File: src/rtl/serial_subtractor_if.sv
`default_nettype none
// +--------------------------------------------------------------------------+
// | Module   : serial_subtractor_if                                          |
// | Purpose  : Start/busy/done handshake and operand/result bundle for the   |
// |            bit-serial subtractor.                                        |
// | Signals  : start, a, b      - request and operands (controller drives)   |
// |            diff, borrow_out - registered result (subtractor drives)      |
// |            busy, done       - status (subtractor drives)                 |
// | Modports : master - controller side, slave - subtractor side             |
// | Revision : 1.0 - initial release                                         |
// +--------------------------------------------------------------------------+
interface serial_subtractor_if #(
   parameter int WIDTH = 8
);
   logic             start;
   logic [WIDTH-1:0] a;
   logic [WIDTH-1:0] b;
   logic [WIDTH-1:0] diff;
   logic             borrow_out;
   logic             busy;
   logic             done;

   modport master (
      output start, a, b,
      input  diff, borrow_out, busy, done
   );

   modport slave (
      input  start, a, b,
      output diff, borrow_out, busy, done
   );
endinterface
`default_nettype wire

File: src/rtl/serial_subtractor.sv
`default_nettype none
// +--------------------------------------------------------------------------+
// | Module   : serial_subtractor                                             |
// | Purpose  : Bit-serial unsigned subtractor, diff = (a - b) mod 2^WIDTH,   |
// |            one bit per clock, LSB first, borrow carried in a flop.       |
// | Ports    : clk   - rising-edge clock                                     |
// |            rst_n - asynchronous active-low reset                         |
// |            bus   - serial_subtractor_if.slave (start/a/b in,             |
// |                    diff/borrow_out/busy/done out)                        |
// | Revision : 1.0 - initial release                                         |
// +--------------------------------------------------------------------------+
module serial_subtractor #(
   parameter int WIDTH = 8
) (
   input  wire logic             clk,
   input  wire logic             rst_n,
   serial_subtractor_if.slave    bus
);

   localparam int CNT_W = $clog2(WIDTH) + 1;
   localparam logic [CNT_W-1:0] LAST_BIT = CNT_W'(WIDTH - 1);

   typedef enum logic [1:0] {
      ST_IDLE  = 2'd0,
      ST_SHIFT = 2'd1,
      ST_DONE  = 2'd2
   } state_t;

   state_t           state_q, state_d;
   logic [WIDTH-1:0] sa_q, sa_d;
   logic [WIDTH-1:0] sb_q, sb_d;
   logic [WIDTH-1:0] result_q, result_d;
   logic             borrow_q, borrow_d;
   logic [CNT_W-1:0] cnt_q, cnt_d;
   logic [WIDTH-1:0] diff_q, diff_d;
   logic             borrow_out_q, borrow_out_d;

   // Two cascaded half-subtractor cells: (a - b), then (that - borrow_in).
   logic hs1_diff, hs1_borrow;
   logic bit_diff, hs2_borrow, bit_borrow;

   always_comb begin
      hs1_diff   = sa_q[0] ^ sb_q[0];
      hs1_borrow = ~sa_q[0] & sb_q[0];
      bit_diff   = hs1_diff ^ borrow_q;
      hs2_borrow = ~hs1_diff & borrow_q;
      bit_borrow = hs1_borrow | hs2_borrow;
   end

   always_comb begin
      state_d      = state_q;
      sa_d         = sa_q;
      sb_d         = sb_q;
      result_d     = result_q;
      borrow_d     = borrow_q;
      cnt_d        = cnt_q;
      diff_d       = diff_q;
      borrow_out_d = borrow_out_q;

      case (state_q)
         ST_IDLE: begin
            if (bus.start) begin
               sa_d     = bus.a;
               sb_d     = bus.b;
               borrow_d = 1'b0;
               cnt_d    = '0;
               state_d  = ST_SHIFT;
            end
         end

         ST_SHIFT: begin
            result_d = {bit_diff, result_q[WIDTH-1:1]};
            sa_d     = {1'b0, sa_q[WIDTH-1:1]};
            sb_d     = {1'b0, sb_q[WIDTH-1:1]};
            borrow_d = bit_borrow;
            cnt_d    = cnt_q + 1'b1;
            // cnt_q counts bits already processed; the edge that consumes
            // the last bit publishes the full result straight to the outputs.
            if (cnt_q == LAST_BIT) begin
               state_d      = ST_DONE;
               diff_d       = {bit_diff, result_q[WIDTH-1:1]};
               borrow_out_d = bit_borrow;
            end
         end

         ST_DONE: begin
            state_d = ST_IDLE;
         end

         default: begin
            state_d = ST_IDLE;
         end
      endcase
   end

   always_ff @(posedge clk or negedge rst_n) begin
      if (!rst_n) begin
         state_q      <= ST_IDLE;
         sa_q         <= '0;
         sb_q         <= '0;
         result_q     <= '0;
         borrow_q     <= 1'b0;
         cnt_q        <= '0;
         diff_q       <= '0;
         borrow_out_q <= 1'b0;
      end else begin
         state_q      <= state_d;
         sa_q         <= sa_d;
         sb_q         <= sb_d;
         result_q     <= result_d;
         borrow_q     <= borrow_d;
         cnt_q        <= cnt_d;
         diff_q       <= diff_d;
         borrow_out_q <= borrow_out_d;
      end
   end

   assign bus.diff       = diff_q;
   assign bus.borrow_out = borrow_out_q;
   assign bus.busy       = (state_q == ST_SHIFT);
   assign bus.done       = (state_q == ST_DONE);

endmodule
`default_nettype wire

File: src/flat_wrapper.sv
// flat-port wrapper written by rule: the top's interface ports become plain ports
module serial_subtractor_flat 
#(
   parameter int WIDTH = 8
)
  (clk, rst_n, bus_start, bus_a, bus_b, bus_diff, bus_borrow_out, bus_busy, bus_done);
  serial_subtractor_if #(.WIDTH(WIDTH)) bus_i ();
  input  wire logic clk;
  input  wire logic rst_n;
  input wire logic [$bits(bus_i.start)-1:0] bus_start;
  input wire logic [$bits(bus_i.a)-1:0] bus_a;
  input wire logic [$bits(bus_i.b)-1:0] bus_b;
  output wire logic [$bits(bus_i.diff)-1:0] bus_diff;
  output wire logic [$bits(bus_i.borrow_out)-1:0] bus_borrow_out;
  output wire logic [$bits(bus_i.busy)-1:0] bus_busy;
  output wire logic [$bits(bus_i.done)-1:0] bus_done;
  assign bus_i.start = bus_start;
  assign bus_i.a = bus_a;
  assign bus_i.b = bus_b;
  assign bus_diff = bus_i.diff;
  assign bus_borrow_out = bus_i.borrow_out;
  assign bus_busy = bus_i.busy;
  assign bus_done = bus_i.done;
  serial_subtractor #(.WIDTH(WIDTH)) u_core (.clk(clk), .rst_n(rst_n), .bus(bus_i));
endmodule
File: config.mk
export PLATFORM = sky130hd
export DESIGN_NAME = serial_subtractor_flat
export DESIGN_NICKNAME = d
export VERILOG_FILES = /design/src/rtl/serial_subtractor_if.sv /design/src/rtl/serial_subtractor.sv /design/src/flat_wrapper.sv
export SDC_FILE = /design/constraint.sdc
export NUM_CORES = 1
export LEC_CHECK = 0
export ABC_CLOCK_PERIOD_IN_PS = 2850
export BUFFER_PORTS_ARGS = -buffer_cell sky130_fd_sc_hd__clkbuf_2
export CAP_MARGIN = 20
export CORE_MARGIN = 3
export CORE_UTILIZATION = 30
export DETAILED_ROUTE_END_ITERATION = 8
export PLACE_DENSITY = 0.58
export SETUP_SLACK_MARGIN = 0.05
export SLEW_MARGIN = 25
export SYNTH_ARGS = -nofsm -noshare
export SYNTH_HDL_FRONTEND = slang
export SYNTH_SLANG_ARGS = --single-unit
export TNS_END_PERCENT = 5
File: constraint.sdc
create_clock -name clk -period 2.85 [get_ports clk]
set_input_delay 0.285 -clock clk [delete_from_list [all_inputs] [get_ports clk]]
set_output_delay 0.285 -clock clk [all_outputs]
set_load 0.1 [all_outputs]
# == After elaboration in Yosys (flattened, before gate mapping) ==
# Index checks and enable logic that the tools add are counted.
# word_totals
regBits,40
inputBits,19
output_inout_bits,11
elab_cells,37
# classes
addsub,1
n_eq_ne,5
muxes,11
bitwise_logic,7
reduce_logical,5
# ops
op,n
8-bit case mux with 2 select lines,2
8-bit 2-to-1 mux,2
4-bit case mux with 2 select lines,1
2-bit AND reduction,3
4-bit by 1-bit adder with 4-bit output (second input constant),1
4-bit by 3-bit == test with 1-bit output (second input constant),1
2-bit 2-to-1 mux,2
4-bit 2-to-1 mux,1
2-bit case mux with 2 select lines,1
1-bit bitwise AND,2
2-bit by 1-bit == test with 1-bit output (second input constant),1
2-bit == test (second input constant),1
2-bit logical NOT,1
2-bit by 1-bit != test with 1-bit output (second input constant),1
2-bit != test (second input constant),1
1-bit NOT,2
1-bit case mux with 2 select lines,1
2-bit nonzero test,1
1-bit XOR,2
1-bit 2-to-1 mux,1
1-bit bitwise OR,1

# == Longest topological paths before layout ==
# depth
depth_word,5
ltp_mapped,6
depth_no_buf,4

# == Least setup slack after synthesis ==
# Ideal clock, no wire load.
# synth_path
path_type,register to output
startpoint,register u_core.state_q[0]
endpoint,output bus_done
arrival_time_ns,2.040
required_time_ns,2.565
slack_ns,0.525
path_stages_with_launch,4
path_buffers,2
path_cell_list,dfrtp_1 -> buf_2 -> buf_2 -> nor2_1
# synth_between
elab_chain_len,1
# synth_rtl
element,line,source
start: declaration,serial_subtractor.sv:29,"state_t state_q, state_d;"
start signal: assignment,serial_subtractor.sv:107,state_q <= state_d;
2-bit == test,serial_subtractor.sv:121,assign bus.done = (state_q == ST_DONE);
end: declaration,flat_wrapper.sv:16,output wire logic [$bits(bus_i.done)-1:0] bus_done;
# No other way between the ends.

# == Final worst setup path ==
# layout_path
startpoint,register u_core.state_q[0]
endpoint,output bus_busy
# layout_between
elab_chain_len,1
# layout_rtl
element,line,source
2-bit by 1-bit == test with 1-bit output,serial_subtractor.sv:120,assign bus.busy = (state_q == ST_SHIFT);
end: declaration,flat_wrapper.sv:15,output wire logic [$bits(bus_i.busy)-1:0] bus_busy;
# No other way between the ends.

==> results.tsv <==
metric	value	unit
startpoint_type	flop	
grt_max_degree	40	
core-area	5240	um2
drtPass1Iterations	4	
overflow	0	
routed_wl	3160	um
tns	0	ns
io_buffers	29	
synth_common_cells	40 x nand2_1, 39 x dfrtp_1, 17 x o21ai_0, 12 x a22oi_1, 9 x mux2_2	
arrival	1.79	ns
startpoint	u_core.state_q[0]	
yosys_warnings	0	
diodes	0	
numCtsBuffers	5	
multiInputGateArea	624	um2
drv_cap	0	
post_cts_resized	0	
tightest_slew	0.839	ns
max_freq	482	MHz
yosysSeqAreaShare	58.7	%
clk_latency	0.29	ns
status	finished, final reports clean	
rr_startpoint	u_core.state_q[0]	
clk_pin_slew_worst_paths	0.07	ns
drive_above_1_share	27.1	%
ctsHoldBuffers	0	
crit_end	bus_busy	
ys_ff_latch	39	
wl_per_cell	12.3	um
synthDistinctLibCells	25	
post-route-period-util	72.8	%
worst_r2r_endpoint	u_core.bus.diff[3]	
grt_pass1_vias	1184	
postSynth.asyncResetShare	100	%
die_area	6470	um2
seq_area	976	um2
grt_pass1_wl	5340	um
cts.sinks	39	
pin_count	30	
reg2regPathDepth	3	
die_w	80.4	um
ant_nets	0	
syn_to_final_growth	19.3	%
crit_type	reg -> out	
setup_violations	0	
layout_min_cycle_time	2.08	ns
grt_setup_unrepaired	no	
required	2.57	ns
dpl.hpwl	2180	um
yosysTopAreaCell	dfrtp_1	
cts_buffer_depth	2	
syn_inst	155	
slew_headroom	44.1	%
syn_area_per_cell	10.7	um2
finalHoldViolCount	0	
viasPerCell	4.61	
gp_congestion	0.726	
start_util	31.7	%
antenna_found_initial	0	
postCtsSetupBuffers	0	
cts-root-buf	clkbuf_8	
slew_viol_final	0	
synth-edff-count	0	
first_iter_violations	66	
die_y	80.4	um
drc	0	
htreeDepth	2	
reg2reg_slack	1.06	ns
grt_use_total	10.9	%
end_kind	primary output	
synth_top_flop_cell	dfrtp_1	
num-nets-final	208	
synth.most_common_cell	nand2_1	
hp-class	in -> async	
cts_tree	yes	
synth_top_area_share	58.7	%
synth_area	1660	um2
worstPathMaxFanout	13	
syn-num-nets	176	
rows	26	
fillers	517	
netlist_top_cells_area	dfrtp_1 59%, nand2_1 9.0%, mux2_2 6.1%	
dr_total_vias	1190	
clock_skew	0.00558	ns
critical path, cell delays in order, from the launching register on:
cell and delay [ns]:
dfrtp_1 0.63, nand2b_4 0.18, clkinv_1 0.19, clkbuf_2 0.49
how the worst min path moves through the flow:
stage / from / end / slack (ns) / cells after the start
after global placement: u_core.sb_q[1] / u_core.sb_q[1] / 0.46 / 2
after CTS: rst_n / u_core.bus.diff[2] / 0.17 / 1
after floorplan: rst_n / u_core.borrow_q / -0.01 / 0
after global routing: rst_n / u_core.bus.diff[1] / 0.16 / 1
final: rst_n / u_core.bus.diff[0] / 0.1 / 1
after detailed placement: u_core.borrow_q / u_core.borrow_q / 0.47 / 2
logic make-up (layout without fill, tap and decap cells):
family,after synthesis,count (layout),synth area share (%)
buf+inv,13,46,3.69
mux,10,10,6.70
simple gates,54,54,15.0
fa+ha+maj,2,2,1.96
compound gates,37,37,13.9
flops,39,39,58.7
layer usage:
layer / share of wire, % / global-route usage [%] / wire (um) / up-vias
met5: 0 / 0 / 0 / -
met4: 1.9 / 5.91 / 59 / 0
met3: 3.6 / 3.25 / 115 / 5
met2: 50 / 17.7 / 1580 / 18
met1: 44 / 12.8 / 1400 / 574
li1: - / - / - / 593
registers in the layout, indices dropped and copies added (netlist names):
signal / cells
u_core.state_q: 2
u_core.result_q: 7
u_core.sb_q: 8
u_core.bus.borrow_out: 1
u_core.sa_q: 8
u_core.bus.diff: 8
u_core.cnt_q: 4
u_core.borrow_q: 1
layout by cell type, fill, tap and decap left out, types with 4 or more instances in the layout:
| master | instances |
|---|---|
| inv_1 | 4 |
| clkbuf_2 | 28 |
| clkbuf_8 | 7 |
| a22oi_1 | 12 |
| dfrtp_1 | 39 |
| o21ai_0 | 17 |
| nand2_1 | 40 |
| buf_4 | 4 |
| mux2_2 | 9 |
layout make-up:
type                    count  share of cell area (%)
flip-flops and latches     39                    49.2
multi-input cells         103                    31.5
repair buffers             33                    8.84
clock buffers               8                    5.05
well taps                  70                    4.42
inverters                   5                   0.947
through the flow:
stage	instance area [um2]	hold slack [ns]	utilization [%]	setup WS [ns]	instances
global route	1980	0.159	37.8	0.717	258
global placement	1880	0.462	35.9	1.09	250
finish	1980	0.0959	37.8	0.774	258
CTS	1980	0.165	37.8	0.778	258
floorplan	1660	-0.0106	-	0.525	155
detailed placement	1880	0.473	35.9	1.08	250
Power is left out: the tool's default activity adds up to more than one toggle a clock period on the data nets, which glitch-free logic cannot reach.
